[src/rtl/ten_gig_eth_pcs_pma_gt_reset_seq.sv]
// Transceiver reset sequencer for the 10G PCS/PMA datapath: waits for PLL lock,
// pulses the GT reset, waits for TX/RX reset-done with bounded retries, then releases PCS reset.
module ten_gig_eth_pcs_pma_gt_reset_seq #(
  parameter int C_LOCK_SETTLE  = 64,
  parameter int C_RESET_HOLD   = 16,
  parameter int C_DONE_TIMEOUT = 65535,
  parameter int C_MAX_RETRIES  = 3
) (
  input  logic       clk,
  input  logic       rst,
  input  logic       soft_restart,
  input  logic       pll_lock_sync,
  input  logic       tx_resetdone_sync,
  input  logic       rx_resetdone_sync,
  output logic       gt_reset,
  output logic       pcs_reset,
  output logic       reset_done,
  output logic       fail,
  output logic [2:0] retry_cnt
);

  typedef enum logic [2:0] {
    WAIT_LOCK = 3'd0,
    SETTLE    = 3'd1,
    GT_RST    = 3'd2,
    WAIT_DONE = 3'd3,
    PCS_RST   = 3'd4,
    READY     = 3'd5,
    FAIL      = 3'd6
  } state_t;

  localparam logic [19:0] SETTLE_LAST  = 20'(C_LOCK_SETTLE - 1);
  localparam logic [19:0] HOLD_LAST    = 20'(C_RESET_HOLD - 1);
  localparam logic [19:0] TIMEOUT_LAST = 20'(C_DONE_TIMEOUT - 1);
  localparam logic [2:0]  RETRY_MAX    = 3'(C_MAX_RETRIES);

  state_t      state;
  state_t      nxt;
  logic [19:0] cnt;
  logic [2:0]  retry_nxt;
  logic        done_both;

  assign done_both = tx_resetdone_sync & rx_resetdone_sync;

  always_comb begin
    nxt       = state;
    retry_nxt = retry_cnt;
    if (soft_restart) begin
      nxt       = WAIT_LOCK;
      retry_nxt = 3'd0;
    end else if (!pll_lock_sync && state != WAIT_LOCK && state != FAIL) begin
      nxt = WAIT_LOCK;
    end else begin
      case (state)
        WAIT_LOCK: if (pll_lock_sync) nxt = SETTLE;
        SETTLE:    if (cnt == SETTLE_LAST) nxt = GT_RST;
        GT_RST:    if (cnt == HOLD_LAST) nxt = WAIT_DONE;
        WAIT_DONE: begin
          // A done arriving on the timeout cycle takes precedence over the retry.
          if (done_both) begin
            nxt = PCS_RST;
          end else if (cnt == TIMEOUT_LAST) begin
            if (retry_cnt == RETRY_MAX) begin
              nxt = FAIL;
            end else begin
              nxt       = GT_RST;
              retry_nxt = retry_cnt + 3'd1;
            end
          end
        end
        PCS_RST: begin
          if (!done_both) begin
            nxt = GT_RST;
          end else if (cnt == HOLD_LAST) begin
            nxt       = READY;
            retry_nxt = 3'd0;
          end
        end
        READY:   if (!done_both) nxt = WAIT_LOCK;
        FAIL:    nxt = FAIL;
        default: nxt = WAIT_LOCK;
      endcase
    end
  end

  // Outputs are decoded from the next state so they line up with the state register.
  always_ff @(posedge clk or posedge rst) begin
    if (rst) begin
      state      <= WAIT_LOCK;
      cnt        <= 20'd0;
      retry_cnt  <= 3'd0;
      gt_reset   <= 1'b1;
      pcs_reset  <= 1'b1;
      reset_done <= 1'b0;
      fail       <= 1'b0;
    end else begin
      state     <= nxt;
      retry_cnt <= retry_nxt;
      if (nxt != state) begin
        cnt <= 20'd0;
      end else if (cnt != 20'hFFFFF) begin
        cnt <= cnt + 20'd1;
      end
      gt_reset   <= (nxt == WAIT_LOCK) || (nxt == SETTLE) || (nxt == GT_RST) || (nxt == FAIL);
      pcs_reset  <= (nxt != READY);
      reset_done <= (nxt == READY);
      fail       <= (nxt == FAIL);
    end
  end

endmodule
[config.mk]
export PLATFORM = sky130hd
export DESIGN_NAME = ten_gig_eth_pcs_pma_gt_reset_seq
export DESIGN_NICKNAME = d
export VERILOG_FILES = /design/src/rtl/ten_gig_eth_pcs_pma_gt_reset_seq.sv
export SDC_FILE = /design/constraint.sdc
export NUM_CORES = 1
export LEC_CHECK = 0
export BUFFER_PORTS_ARGS = -buffer_cell sky130_fd_sc_hd__buf_2
export CORE_MARGIN = 3
export CORE_UTILIZATION = 47
export DETAILED_ROUTE_END_ITERATION = 6
export GPL_ROUTABILITY_DRIVEN = 0
export PLACE_DENSITY = 0.68
export SLEW_MARGIN = 20
export SYNTH_ARGS = -nofsm -noshare
export SYNTH_HDL_FRONTEND = slang
export SYNTH_SLANG_ARGS = --single-unit
[constraint.sdc]
create_clock -name clk -period 6.34 [get_ports clk]
set_input_delay 0.317 -clock clk [delete_from_list [all_inputs] [get_ports clk]]
set_output_delay 0.317 -clock clk [all_outputs]
set_load 0.1 [all_outputs]
**Word level (Yosys, flattened, before mapping)**

Cells that the tools add are included.

- Add/sub/neg operators: 2
- Equality and inequality tests: 24
- Multiplexer cells: 22
- Bitwise gates (word level): 1
- Reductions and logical operators: 12

Operator list:

| cell | number |
|---|---|
| 3-bit two-way mux | 18 |
| 20-bit two-way mux | 2 |
| 3-bit != test (second input constant) | 7 |
| 3-bit one-hot mux with 7 select lines | 1 |
| 20-bit by 1-bit adder with 20-bit output (second input constant) | 1 |
| 20-bit by 16-bit equality test with 1-bit output (second input constant) | 1 |
| 20-bit by 4-bit equality test with 1-bit output (second input constant) | 1 |
| 20-bit by 6-bit equality test with 1-bit output (second input constant) | 1 |
| 20-bit != test (second input constant) | 1 |
| 3-bit equality test (second input constant) | 5 |
| 3-bit by 2-bit equality test with 1-bit output (second input constant) | 4 |
| 7-bit AND reduction | 1 |
| 3-bit by 1-bit equality test with 1-bit output (second input constant) | 2 |
| 3-bit logical NOT | 2 |
| 3-bit one-hot mux with 2 select lines | 1 |
| 3-bit nonzero test | 2 |
| 3-bit by 1-bit adder with 3-bit output (second input constant) | 1 |
| 1-bit logical OR | 3 |
| 3-bit != test | 1 |
| 1-bit logical AND | 2 |
| 2-bit != test (second input constant) | 1 |
| 2-bit nonzero test | 1 |
| 1-bit AND | 1 |
| 1-bit logical NOT | 1 |

- Register bits: 30
- Input port bits: 6
- Output and inout port bits: 7

**Logic depth before layout (Yosys ltp)**

- Depth after elaboration: 11
- Gate-level depth with buffers: 7
- Mapped depth without buffers: 6

**Worst setup path after synthesis**

OpenSTA, ideal clock, no wires.

- Path type: flip-flop to flip-flop
- Start point: register retry_cnt[0]
- End point: register retry_cnt[0]
- Setup time: 0.125 ns
- Arrival: 2.779 ns
- Setup slack: 3.436 ns
- Stages on the path, launching flop included: 7
- Buffers on the path: 0
- Clock period less this slack: 2.904 ns
- Cell sequence: dfrtp_1 ha_1 ha_1 or4_1 or3_1 a21oi_1 mux2_2

- Longest elaborated chain between the ends: 7

Ends and longest elaborated chain:

| what | RTL line | RTL |
|---|---|---|
| start: declaration | 19 | `output logic [2:0] retry_cnt` |
| start signal: assignment | 98 | `retry_cnt <= retry_nxt;` |
| 3-bit by 1-bit adder with 3-bit output | 67 | `retry_nxt = retry_cnt + 3'd1;` |
| 3-bit two-way mux | 63 | `if (retry_cnt == RETRY_MAX) begin` |
| 3-bit two-way mux | 62 | `end else if (cnt == TIMEOUT_LAST) begin` |
| 3-bit two-way mux | 60 | `if (done_both) begin` |
| 3-bit one-hot mux with 2 select lines | 54 | `case (state)` |
| 3-bit two-way mux | 51 | `end else if (!pll_lock_sync && state != WAIT_LOCK && state != FAIL) begin` |
| 3-bit two-way mux | 48 | `if (soft_restart) begin` |

Parallel ways exist; a longest one is shown, timed or not. The select of a mux whose other input is x is not followed.
A chain may end at the register's enable or synchronous reset.

**Final worst setup path**

- Start point: register cnt[16]
- End point: register cnt[8]

- Longest elaborated chain between the ends: 8

Ends and longest elaborated chain:

| what | RTL line | RTL |
|---|---|---|
| start: declaration | 39 | `logic [19:0] cnt;` |
| start signal: assignment | 102 | `cnt <= cnt + 20'd1;` |
| 20-bit by 4-bit equality test with 1-bit output / 20-bit by 16-bit equality test with 1-bit output (equally long branches) | 57, 74, 62 |  |
| 3-bit two-way mux (on tied branches) | 74, 62 |  |
| 3-bit two-way mux (on tied branches) | 72, 60 |  |
| 3-bit one-hot mux with 7 select lines | 54 |  |
| 3-bit two-way mux | 51 |  |
| 3-bit two-way mux | 48 |  |
| 3-bit != test | 99 | `if (nxt != state) begin` |
| 20-bit two-way mux / 2-bit nonzero test (equally long branches) | -- |  |

Parallel ways exist; a longest one is shown, timed or not.

==> results.ini <==
[clock_network]
clkLatencyLatePin_ps = 290
tritoncts = yes
cts.repair.resized = 0
post_cts_buffers = 0
cts_root_buffer = clkbuf_8
htreeDepth = 2
clk_pin_slew_worst_paths_ps = 70
clock_path_buffers = 2
cts_buffers = 5
ctsHoldBuffers = 0
cts.sinks = 30

[worst_setup_path]
required_ps = 6460
critPathLaunchType = register
end_kind = register
crit_slowest_cell = a221oi_4
r2r_start = cnt[16]
crit_top_cell = or4_4
rrSetupSlack_ps = 3400
worst-path-max-fanout = 20
worstRegToRegCells = 5
critical_path_class = reg -> reg
critPathBufInv = 0
cp_cell_sequence = or4_4 > or4_4 > or2_4 > a221oi_4 > nor4_1
crit-reg2reg-capture = cnt[8]
slowest_delay_ps = 850
critPathTopFamily = simple AND/OR/NAND/NOR gates
cp.arrival_ps = 3060

[grt]
grt_pass1_vias = 1748
grt_overflow = 0
grt_start_max_net_pins = 31
groute.usage.overall_pct = 20.3
grt_antenna_before_repair = 0
grt_first_pass_wirelength_um = 8490

[synthesis]
syn_area_um2 = 2130
syn-num-nets = 244
async_flop_share_pct = 100
synth_edf_count = 0
yosysUniqueCellTypes = 54
seq_area_frac_synth_pct = 35.3
synthFlopType = dfrtp_1
ys_ff_latch = 30
syn_inst = 234
syn_area_per_cell_um2 = 9.11
yosysWarnings = 0

[timing]
post-route-period-util_pct = 46.3
slew_viol_final = 0
finalSetupViolCount = 0
worst_clock_skew_ps = 8.43
rsz0062_at_grt = no
timing.fmax_mhz = 340
hold_viol_final = 0
worst_pin_slew_ps = 1050
fin_setup_tns_ps = 0
period_needed_ps = 2940
max-slew-margin-rel_pct = 30.3

[power]
total_power_mw = 0.495
powerDensity_nw_per_um2 = 214
leakage_nw = 0.945
ir_drop_v = 0.000181

[drt]
post_drt_wl_per_cell_um = 16.9
m1WireLength_um = 2320
vias = 1858
wl_met2_um = 2370
met3_length_um = 217
ant_nets = 0
dr.max_layer_used = met4
routed_via_density = 6.32
drc = 0
initialDrtViolationCount = 123
drt_first_pass_iters = 4
wl_um = 4980

[status]
status = completed

[floorplan]
io_pins = 13
start_util_pct = 51.1
fp.dieArea_um2 = 5380
rows = 23
core_um2 = 4170
die_h_um = 73.3
die_x_um = 73.3

[place]
place.detailed.hpwl_um = 3360
portBuffers = 12

[cells_and_area]
antennaDiodeCount = 0
drive_gt1_share_pct = 18.0
area_delta_synth_final_pct = 8.81
nets = 253

[hold_path]
worstHoldPathType = in -> async

[flow_run]
maxCapViolCount = 0

worst max-delay path by stage:
stage,start,slack [ps],depth (start not counted),end
final,cnt[16],3400,5,cnt[8]
after global routing,cnt[16],3250,5,cnt[9]
after CTS,cnt[16],3390,5,cnt[9]
after detailed placement,cnt[16],3400,5,cnt[9]
after global placement,cnt[16],3470,5,cnt[13]
after floorplan,retry_cnt[0],3440,6,retry_cnt[0]
metal layers:
metal / track usage, % / vias up
li1: - / 910
met1: 27.9 / 894
met2: 33.0 / 46
met3: 3.28 / 8
met4: 6.04 / 0
met5: 0 / -
Yosys cell counts, types with 5 or more instances:
master	number	area [um^2]
xnor2_1	7	61.3
clkbuf_1	8	30.0
nor4_1	21	131
dfrtp_1	28	701
xor2_1	6	52.6
nor2_1	9	33.8
and3_1	5	31.3
o21ai_0	8	40.0
mux2i_1	5	50.1
inv_1	8	30.0
nand4_1	7	43.8
nand2_1	16	60.1
nand3_1	15	75.1
a21oi_1	8	40.0
metrics by stage:
stage	cells	setup slack, ps	util [%]	hold slack [ps]	cell area, um^2
2_1_floorplan	234	3440	-	406	2130
5_1_grt	294	3250	55.6	128	2320
4_1_cts	294	3390	55.6	103	2320
6_report	294	3400	55.6	85.5	2320
3_3_place_gp	286	3470	52.8	413	2200
3_5_place_dp	286	3400	52.8	413	2200
registers in the layout, indices dropped and copies added, names as in the netlist:
signal	cells
cnt	20
fail	1
gt_reset	1
pcs_reset	1
reset_done	1
retry_cnt	3
state	3
tightest hold or removal path, delay by kind of cell:
| kind | cells | cell delay (ps) |
|---|---|---|
| buf+inv | 3 | 470 |
layout make-up:
| type | instances | area [um^2] |
|---|---|---|
| clock buffers | 5 | 68.8 |
| clock inverters | 3 | 45.0 |
| fillers | 395 | 1850 |
| inverters | 8 | 30.0 |
| multi-input cells | 182 | 1270 |
| flip-flops and latches | 30 | 753 |
| well taps | 50 | 62.6 |
| repair buffers | 16 | 90.1 |
cells by family (layout without fill, tap and decap cells):
logic type | count (synthesis) | in the layout | synth area share (%)
simple gates | 114 | 114 | 32.6
fa+ha+maj | 4 | 4 | 2.35
buf+inv | 22 | 32 | 5.11
compound gates | 44 | 44 | 15.9
xor+xnor | 13 | 13 | 5.34
flops | 30 | 30 | 35.3
mux | 7 | 7 | 3.41
where the power goes:
part	total (mW)	leakage [nW]	switching, mW	internal, mW
logic	0.0840	0.487	0.0521	0.0318
clock network	0.196	0.0504	0.0792	0.117
registers	0.215	0.407	0.0148	0.200
cells in the final DEF (no fill, tap or decap), drive strengths merged, types with 3 or more instances in the layout:
master   instances
nor2b            4
inv              8
o31ai            3
and2             4
nand2b           3
nand3           15
nor4            24
a21oi            8
mux2i            5
o21ai            9
nand2           16
buf             16
nor2             9
xor2             6
xnor2            7
and4             4
clkbuf           5
nand4            7
or3              3
o211ai           3
and3             6
nor3             5
a2111oi          5
dfrtp           28
ha               4
or4              6
(Power assumes the default switching activity.)
